===== src/rtl/mips_debug_pkg.sv =====
// Shared definitions for the debug-port instruction loader.
// State set depends on LOADER_CHECKSUM_EN (adds the checksum state).
package mips_debug_pkg;

    localparam int DEF_IMEM_ADDR_W = 8;

    localparam logic [7:0] CMD_LOAD = 8'h4C;  // 'L'
    localparam logic [7:0] CMD_CONT = 8'h43;  // 'C'
    localparam logic [7:0] CMD_STEP_MODE = 8'h53;  // 'S'
    localparam logic [7:0] CMD_STEP = 8'h4E;  // 'N'

    typedef enum logic [2:0] {
        ST_IDLE,
        ST_CNT_HI,
        ST_CNT_LO,
        ST_DATA
`ifdef LOADER_CHECKSUM_EN
        , ST_CHK
`endif
    } state_t;

endpackage


===== src/rtl/interface_loader_word_assembler.sv =====
// Packs received bytes MSB first into 32-bit words; word_done marks the 4th byte.
// word/word_done are valid in the same cycle as the 4th byte so the top can register them.
module word_assembler (
    input  logic        clk,
    input  logic        reset,
    input  logic        clear,
    input  logic        byte_valid,
    input  logic [7:0]  byte_in,
    output logic [31:0] word,
    output logic        word_done
);

    logic [23:0] shift;
    logic [1:0]  byte_cnt;

    // Shift register and byte counter; clear drops any partial word.
    always_ff @(posedge clk) begin
        if (reset || clear) begin
            shift    <= '0;
            byte_cnt <= '0;
        end else if (byte_valid) begin
            shift    <= {shift[15:0], byte_in};
            byte_cnt <= byte_cnt + 2'd1;
        end
    end

    // Completed word is the three held bytes plus the current one.
    always_comb begin
        word      = {shift, byte_in};
        word_done = byte_valid && (byte_cnt == 2'd3);
    end

endmodule


===== src/rtl/interface_loader.sv =====
// UART-driven instruction loader and execution-mode control.
// Optional: define LOADER_CHECKSUM_EN to require a trailing XOR checksum byte.
//
// state     | meaning
// ST_IDLE   | decode command bytes
// ST_CNT_HI | waiting for word-count MSB
// ST_CNT_LO | waiting for word-count LSB
// ST_DATA   | receiving instruction bytes
// ST_CHK    | waiting for checksum byte (LOADER_CHECKSUM_EN only)
module interface_loader
    import mips_debug_pkg::*;
#(
    parameter int IMEM_ADDR_W    = DEF_IMEM_ADDR_W,
    parameter int TIMEOUT_CYCLES = 1000000
) (
    input  logic                   i_clk,
    input  logic                   i_reset,
    input  logic [7:0]             i_rx_data,
    input  logic                   i_rx_done,
    output logic                   o_imem_we,
    output logic [IMEM_ADDR_W-1:0] o_imem_addr,
    output logic [31:0]            o_imem_data,
    output logic                   o_exec_mode,
    output logic                   o_step,
    output logic                   o_busy,
    output logic                   o_load_done,
    output logic                   o_error
);

    localparam int TW = (TIMEOUT_CYCLES > 1) ? $clog2(TIMEOUT_CYCLES) : 1;
    localparam logic [TW-1:0] TMO_LOAD = TW'(TIMEOUT_CYCLES - 1);
    localparam logic [31:0] WORD_LIMIT = 32'(64'(1) << IMEM_ADDR_W);

    state_t state, state_next;

    logic [7:0]             cnt_hi;
    logic [15:0]            words_left;
    logic [IMEM_ADDR_W-1:0] wr_idx;
    logic [TW-1:0]          tmo_cnt;
    logic                   timeout;

    logic        load_start, load_ok, load_fail;
    logic        set_mode, mode_val, step_req, bad_cmd, cnt_capture;
    logic [15:0] count_n;

    logic        asm_valid, asm_clear, word_done;
    logic [31:0] word;

`ifdef LOADER_CHECKSUM_EN
    logic [7:0] xor_acc;
`endif

    assign count_n   = {cnt_hi, i_rx_data};
    assign asm_valid = i_rx_done && (state == ST_DATA);
    assign asm_clear = load_start || timeout;
    // Expire only when the terminal count is reached without a fresh strobe.
    assign timeout   = (state != ST_IDLE) && !i_rx_done && (tmo_cnt == '0);

    word_assembler u_asm (
        .clk        (i_clk),
        .reset      (i_reset),
        .clear      (asm_clear),
        .byte_valid (asm_valid),
        .byte_in    (i_rx_data),
        .word       (word),
        .word_done  (word_done)
    );

    // State register.
    always_ff @(posedge i_clk) begin
        if (i_reset) state <= ST_IDLE;
        else         state <= state_next;
    end

    // Next-state decode and one-cycle control events.
    always_comb begin
        state_next  = state;
        load_start  = 1'b0;
        load_ok     = 1'b0;
        load_fail   = 1'b0;
        set_mode    = 1'b0;
        mode_val    = 1'b0;
        step_req    = 1'b0;
        bad_cmd     = 1'b0;
        cnt_capture = 1'b0;
        case (state)
            ST_IDLE: begin
                if (i_rx_done) begin
                    case (i_rx_data)
                        CMD_LOAD: begin
                            load_start = 1'b1;
                            state_next = ST_CNT_HI;
                        end
                        CMD_CONT: begin
                            set_mode = 1'b1;
                            mode_val = 1'b0;
                        end
                        CMD_STEP_MODE: begin
                            set_mode = 1'b1;
                            mode_val = 1'b1;
                        end
                        CMD_STEP: step_req = o_exec_mode;
                        default:  bad_cmd  = 1'b1;
                    endcase
                end
            end
            ST_CNT_HI: begin
                if (i_rx_done) state_next = ST_CNT_LO;
            end
            ST_CNT_LO: begin
                if (i_rx_done) begin
                    cnt_capture = 1'b1;
                    if (32'(count_n) > WORD_LIMIT) begin
                        load_fail  = 1'b1;
                        state_next = ST_IDLE;
                    end else if (count_n == 16'd0) begin
`ifdef LOADER_CHECKSUM_EN
                        state_next = ST_CHK;
`else
                        load_ok    = 1'b1;
                        state_next = ST_IDLE;
`endif
                    end else begin
                        state_next = ST_DATA;
                    end
                end
            end
            ST_DATA: begin
                if (word_done && (words_left == 16'd1)) begin
`ifdef LOADER_CHECKSUM_EN
                    state_next = ST_CHK;
`else
                    load_ok    = 1'b1;
                    state_next = ST_IDLE;
`endif
                end
            end
`ifdef LOADER_CHECKSUM_EN
            ST_CHK: begin
                if (i_rx_done) begin
                    if (i_rx_data == xor_acc) load_ok   = 1'b1;
                    else                      load_fail = 1'b1;
                    state_next = ST_IDLE;
                end
            end
`endif
            default: state_next = ST_IDLE;
        endcase
        if (timeout) begin
            load_fail  = 1'b1;
            state_next = ST_IDLE;
        end
    end

    // Inter-byte timeout down-counter, reloaded on every strobe and while idle.
    always_ff @(posedge i_clk) begin
        if (i_reset || i_rx_done || (state == ST_IDLE)) tmo_cnt <= TMO_LOAD;
        else if (tmo_cnt != '0)                          tmo_cnt <= tmo_cnt - 1'b1;
    end

    // Load bookkeeping: count capture, remaining words, write index.
    always_ff @(posedge i_clk) begin
        if (i_reset) begin
            cnt_hi     <= '0;
            words_left <= '0;
            wr_idx     <= '0;
        end else begin
            if (load_start) wr_idx <= '0;
            else if (word_done) wr_idx <= wr_idx + 1'b1;
            if (state == ST_CNT_HI && i_rx_done) cnt_hi <= i_rx_data;
            if (cnt_capture) words_left <= count_n;
            else if (word_done) words_left <= words_left - 16'd1;
        end
    end

`ifdef LOADER_CHECKSUM_EN
    // Running XOR of every data byte in the current load.
    always_ff @(posedge i_clk) begin
        if (i_reset || load_start) xor_acc <= '0;
        else if (asm_valid)        xor_acc <= xor_acc ^ i_rx_data;
    end
`endif

    // Registered outputs.
    always_ff @(posedge i_clk) begin
        if (i_reset) begin
            o_imem_we   <= 1'b0;
            o_imem_addr <= '0;
            o_imem_data <= '0;
            o_exec_mode <= 1'b0;
            o_step      <= 1'b0;
            o_busy      <= 1'b0;
            o_load_done <= 1'b0;
            o_error     <= 1'b0;
        end else begin
            o_imem_we <= word_done;
            o_step    <= step_req;
            if (word_done) begin
                o_imem_addr <= wr_idx;
                o_imem_data <= word;
            end
            if (load_start) begin
                o_load_done <= 1'b0;
                o_error     <= 1'b0;
                o_busy      <= 1'b1;
            end
            if (load_ok) begin
                o_load_done <= 1'b1;
                o_busy      <= 1'b0;
            end
            if (load_fail) begin
                o_error <= 1'b1;
                o_busy  <= 1'b0;
            end
            if (set_mode) begin
                o_exec_mode <= mode_val;
                o_error     <= 1'b0;
            end
            if (bad_cmd) o_error <= 1'b1;
        end
    end

endmodule


===== config.mk =====
export PLATFORM = sky130hd
export DESIGN_NAME = interface_loader
export DESIGN_NICKNAME = d
export VERILOG_FILES = /design/src/rtl/mips_debug_pkg.sv /design/src/rtl/interface_loader_word_assembler.sv /design/src/rtl/interface_loader.sv
export SDC_FILE = /design/constraint.sdc
export NUM_CORES = 1
export LEC_CHECK = 0
export BUFFER_PORTS_ARGS = -buffer_cell sky130_fd_sc_hd__buf_2
export CAP_MARGIN = 0
export CORE_MARGIN = 10
export CORE_UTILIZATION = 58
export DETAILED_ROUTE_END_ITERATION = 6
export GPL_TIMING_DRIVEN = 0
export PLACE_DENSITY = 0.78
export SLEW_MARGIN = 20
export SYNTH_ARGS = -nofsm -noshare
export SYNTH_HDL_FRONTEND = slang
export SYNTH_SLANG_ARGS = --single-unit

===== constraint.sdc =====
create_clock -name i_clk -period 1.95 [get_ports i_clk]
set_input_delay 0.0975 -clock i_clk [delete_from_list [all_inputs] [get_ports i_clk]]
set_output_delay 0.0975 -clock i_clk [all_outputs]
set_load 0.03 [all_outputs]

# [After elaboration in Yosys (flattened, before gate mapping)]
# Cells that the tools add are included.
# Widths: inputs -> output; s select.
[totals] wordCells=101 output_inout_bits=46 input_bits=11 regBits=127
[classes] addsub=4 bitwise_logic=3 magnitude_cmp=1 n_mux=38 eq_ne=14 n_reduce_logical=26
[ops] cell="$eq 8x7->1 const B" count=4
[ops] cell="$mux 16" count=2
[ops] cell="$mux 1" count=27
[ops] cell="$logic_not 20->1" count=1
[ops] cell="$reduce_bool 20->1" count=1
[ops] cell="$sub 20x1->20 const B" count=1
[ops] cell="$eq 16x1->1 const B" count=1
[ops] cell="$gt 16x9->1 const B" count=1
[ops] cell="$logic_not 16->1" count=1
[ops] cell="$sub 16x1->16 const B" count=1
[ops] cell="$mux 3" count=5
[ops] cell="$pmux 3 s4" count=1
[ops] cell="$add 8x1->8 const B" count=1
[ops] cell="$reduce_or 4->1" count=2
[ops] cell="$eq 3x2->1 const B" count=2
[ops] cell="$logic_and 1x1->1" count=6
[ops] cell="$ne 2x2->1 const B" count=3
[ops] cell="$reduce_or 2->1" count=3
[ops] cell="$reduce_and 5->1" count=1
[ops] cell="$logic_or 1x1->1" count=4
[ops] cell="$mux 2" count=2
[ops] cell="$ne 2x1->1 const B" count=2
[ops] cell="$reduce_bool 2->1" count=2
[ops] cell="$reduce_bool 4->1" count=1
[ops] cell="other kinds (9)" count=11

# [Depth between registers and ports, before layout]
[logic_depth] depth_word=8 depth_mapped=8 mapped_depth_nobuf=6

# [Hierarchy]
# A second synthesis with hierarchy kept.
[unflattened] hier_cells=560 hier_area_um2=5381.4
[by_module_without_submodules] module="interface_loader" seq_area_each_um2=2001.9 area_per_inst_um2=4341.7 n_inst=1 cells_per_inst=465
[by_module_without_submodules] module="word_assembler" seq_area_each_um2=520.5 area_per_inst_um2=1039.7 n_inst=1 cells_per_inst=95

# [Least setup slack after synthesis]
# OpenSTA, ideal clock, no wires.
[synth_path] path_type="reg-to-reg" start="register state[1]" end="register u_asm.byte_cnt[0]" path_slack_ns=0.162 setup_time_ns=0.115 required_time_ns=1.835 path_buffers=2 stages_incl_launch_ff=7 t_arrival_ns=1.674 path_cell_list="dfxtp_1 -> or4b_4 -> o31ai_4 -> a31o_1 -> buf_6 -> buf_8 -> nor2_1"
[synth_between] elab_chain_len=5 elab_cells_between_ends=9 cone_classes="eq/ne: 1; mux: 1; reduce/logical: 7"
[synth_lines] item="from (decl)" line="interface_loader.sv:34" text="state_t state, state_next;"
[synth_lines] item="from (signal assigned)" line="interface_loader.sv:72" text="else state <= state_next;"
[synth_lines] item="$reduce_bool 3->1" line="interface_loader.sv:57" text="assign timeout = (state != ST_IDLE) && !i_rx_done && (tmo_cnt == '0);"
[synth_lines] item="$logic_and 1x1->1 (2 in a row)" line="interface_loader.sv:57"
[synth_lines] item="$logic_or 1x1->1" line="interface_loader.sv:55" text="assign asm_clear = load_start || timeout;"
[synth_lines] item="$logic_or 1x1->1" line="interface_loader_word_assembler.sv:18" text="if (reset || clear) begin"
[synth_lines] item="to (signal assigned)" line="interface_loader_word_assembler.sv:23" text="byte_cnt <= byte_cnt + 2'd1;"
[synth_lines] item="to (decl)" line="interface_loader_word_assembler.sv:14" text="logic [1:0] byte_cnt;"
# Parallel ways exist; a longest one is shown, timed or not.
# A chain may end at the register's enable or synchronous reset.

# [Final worst setup path]
[layout_path] start="register words_left[1]" end="register words_left[6]"
[layout_between] elab_chain_len=3
[layout_lines] item="from (decl)" line="interface_loader.sv:37" text="logic [15:0] words_left;"
[layout_lines] item="from (signal assigned)" line="interface_loader.sv:171" text="if (cnt_capture) words_left <= count_n;"
[layout_lines] item="from (signal assigned)" line="interface_loader.sv:172" text="else if (word_done) words_left <= words_left - 16'd1;"
[layout_lines] item="$sub 16x1->16" line="interface_loader.sv:172"
[layout_lines] item="$mux 16" line="interface_loader.sv:172"
[layout_lines] item="$mux 16" line="interface_loader.sv:171"
# Every way passes these cells. The select of a mux whose other input is x is not followed.

==> run_results.csv <==
group,metric,value,unit
global_routing,grt_antenna_before_repair,0,
floorplan,initial_core_util,58.9,%
global_routing,grt_pass1_wl,23900,um
placement,gp_congestion,0.900,
timing,tightest_slew,689,ps
logic_synthesis,synth_nets,667,
logic_synthesis,synthAdderAreaFrac,1.39,%
power,pwr_density_cell,898,mW/mm2
logic_synthesis,synth_top_area_cell,"dfxtp_1",
layout,nNetsFinal,749,
routing,wl,14600,um
clocking,cts.sinks,126,
layout,antenna_cells,0,
logic_synthesis,async_flop_share,0,%
logic_synthesis,synthesis.area,0.00539,mm2
logic_synthesis,yosys.area_share.simple,26.3,%
setup_path,regToRegSetupSlack,10,ps
setup_path,arrival,2300,ps
floorplan,die-area,0.0136,mm2
logic_synthesis,synth_top_family_by_area,"simple AND/OR/NAND/NOR gates",
flow_run,maxCapViolCount,0,
setup_path,worstSetupEndpointType,"flop",
routing,via_per_inst,5.97,
logic_synthesis,syn_avg_cell_area,8.29,um2
floorplan,num_rows,35,
setup_path,r2r_end,"words_left[6]",
clocking,htree_levels,4,
timing,tns,0,ps
layout,syn_to_final_growth,23.4,%
floorplan,die_w,116,um
timing,finalCritPeriodShare,99.5,%
setup_path,crit_buf_inv,1,
setup_path,crit_type,"flop to flop",
setup_path,critPathMaxStageDelay,440,ps
logic_synthesis,synth_seq_cells,126,
timing,hold_ws,103,ps
worst_hold_path,hold_path_depth,2,
logic_synthesis,yosys-top-cells-area,"dfxtp_1 (47%), nand2_1 (11%), a21oi_1 (7.4%)",
setup_path,crit_path_top_delay_cell,"o311ai_0",
routing,wl_per_cell,17.1,um
logic_synthesis,ys_seq_area_share,46.8,%
timing,setup_viol,0,
clocking,cts-buffers-inserted,17,
routing,vias,5111,
global_routing,grt-ovfl-total,0,
logic_synthesis,synth_warnings,0,
logic_synthesis,synthXorXnorAreaFrac,1.46,%
global_routing,grt_max_degree,17,
timing,grt_setup_unrepaired,"true",
clocking,cts_tree,"yes",
logic_synthesis,synth-compound-area-share,17.4,%
run_status,status,"finished, final reports clean",
layout,layout.cells.most_common_list,"nand2_1 (159), dfxtp_1 (125), a21oi_1 (80)",
logic_synthesis,synth_cell_type_count,61,
layout,drive_gt1_share,18.4,%
layout,final_common_cell,"nand2_1",
routing,drc_errors,0,
power,ir_drop,0.614,mV
timing,max_clock_freq,0.516,GHz
setup_path,cp_max_fo,5,
global_routing,grt_pass1_vias,4959,
clocking,clk_pin_slew,60,ps
clocking,clock_path_buffers,2,
timing,finClkSkew,11.4,ps
setup_path,cp_top_family,"compound AO/OA/AOI/OAI gates",
setup_path,rr_worst_depth,6,
timing,slew_violations,0,
timing,hold_viol_final,0,
worst_hold_path,holdPathEnd,"o_step",
placement,port_buffers,55,
clocking,worstSkewPairLatency,520,ps
placement,placed_cell_area,0.00581,mm2
logic_synthesis,synthCells,650,
worst_hold_path,hold_path_class,"primary input to flop",
logic_synthesis,synth_mux_area_share,2.78,%
layout,fin_area,0.00666,mm2
floorplan,core_area,0.00915,mm2
timing,finalCriticalPeriod,1940,ps
logic_synthesis,synth-edff-count,0,
routing,ant_nets,0,
setup_path,critPathRequiredTime,2310,ps
logic_synthesis,synth_flop_cell,"dfxtp_1",
logic_synthesis,netlist.area_leader.share,46.8,%
floorplan,die_h,116,um
clocking,cts_root_buffer,"clkbuf_8",
global_routing,globalRouteTotalUtil,21.9,%
setup_path,r2r_start,"words_left[1]",
worst_hold_path,hp-start,"i_reset",
timing,slew_headroom,54.1,%
power,p_leak,2.54,nW
routing,drtIter0Drc,449,
routing,firstDrtPassIters,5,
placement,hpwl,9980,um
floorplan,boundaryPins,57,
setup_path,worstSetupStartpointType,"flop",
setup_path,crit_chain,"inv_1 > ha_1 > nor3b_4 > nand2_1 > o311ai_0 > a31oi_1",
==> through the flow <==
stage / instances / worst slack [ps] / utilization, % / power [mW]
finish: 856 / 10.7 / 72.7 / 5.97
global route: 856 / -31.5 / 72.7 / 6.13
CTS: 855 / 16.0 / 71.6 / 5.99
detailed placement: 816 / -404 / 63.4 / 2.75
global placement: 816 / -363 / 63.4 / 2.75
floorplan: 650 / 162 / - / 2.70
==> worst max-delay path by stage <==
stage                                   end  cells past startpoint  slack, ps               from
after global placement      o_imem_data[21]                      7       -360  u_asm.byte_cnt[0]
after detailed placement     o_imem_data[8]                      7       -400  u_asm.byte_cnt[0]
final                         words_left[6]                      6         10      words_left[1]
after global routing          words_left[6]                      6        -30      words_left[1]
after CTS                     words_left[6]                      5         20           state[0]
after floorplan           u_asm.byte_cnt[0]                      6        160           state[1]
==> power breakdown <==
part           switching [mW]  total (mW)  internal, mW
Sequential            0.00129        2.58          2.58
Combinational          0.0891       0.134        0.0446
Clock                    1.27        3.26          2.00
Total                    1.36        5.97          4.62
==> registers in the layout, indices dropped and copies added, names as in the netlist, 2 cells and up <==
register,count
wr_idx,8
u_asm.byte_cnt,2
state,2
o_imem_addr,8
o_imem_data,32
tmo_cnt,20
u_asm.shift,24
cnt_hi,8
words_left,16
==> Yosys cell counts, types with 2 or more instances <==
cell and instances:
a2111oi_0 4, a211oi_1 3, a21boi_0 2, a21oi_1 80
a21oi_2 2, a221oi_1 2, a22oi_1 4, a31oi_1 7
a32oi_1 2, and3_1 8, and4_1 3, buf_1 2
buf_2 4, clkbuf_1 29, dfxtp_1 126, ha_1 6
inv_1 8, mux2i_1 15, nand2_1 159, nand3_1 14
nand3b_1 4, nand4_1 9, nand4b_1 2, nor2_1 41
nor3_1 11, nor3b_1 3, nor4_1 8, nor4_2 2
nor4bb_1 3, o211ai_1 6, o21ai_0 12, o22ai_1 2
o311ai_0 4, o31ai_1 6, or2_2 3, or3_1 14
or4_1 9, xnor2_1 4, xor2_1 5
==> kinds of logic (layout without fill, tap and decap cells) <==
kind of cell | Yosys count | count (layout)
and+or+nand+nor | 298 | 298
AOI/OAI and AO/OA | 150 | 150
DFF | 126 | 126
buffers and inverters | 46 | 141
muxes | 15 | 15
xor gates and xnor gates | 9 | 9
adders and majority gates | 6 | 6
==> what timing repair did <==
| item | CTS | global route |
|---|---|---|
| hold buffers | 8 | 0 |
| endpoints found under the setup margin | 83 | 84 |
| resized for setup | 16 | 28 |
| endpoints found under the hold margin | 32 | 0 |
| buffers inserted | 1 | 2 |
| pin swaps | 1 | 3 |
==> layout make-up <==
class                   count  area [um2]
inverters                   8        30.0
multi-input cells         478        2770
clock inverters            15         203
fillers                   657        2500
flip-flops and latches    126        2520
repair buffers             66         378
clock buffers              17         414
plain buffers              35         196
well taps                 111         139
==> worst reg2reg max path: cells and delay by family, from the launching register on <==
family | cells | cell delay [ps]
flip-flops | 1 | 360
adder cells (fa/ha/maj) | 1 | 210
AO/OA/AOI/OAI | 2 | 600
AND/OR/NAND/NOR | 2 | 500
buffers and inverters | 1 | 120
==> routing by layer <==
metal | track usage, % | vias to the layer above | share of wire (%)
li1 | - | 2478 | -
met1 | 26.3 | 2428 | 43
met2 | 36.8 | 177 | 48
met3 | 6.37 | 28 | 6.7
met4 | 7.42 | 0 | 1.8
met5 | 0 | - | 0
Power figures use the tool's default switching activity.
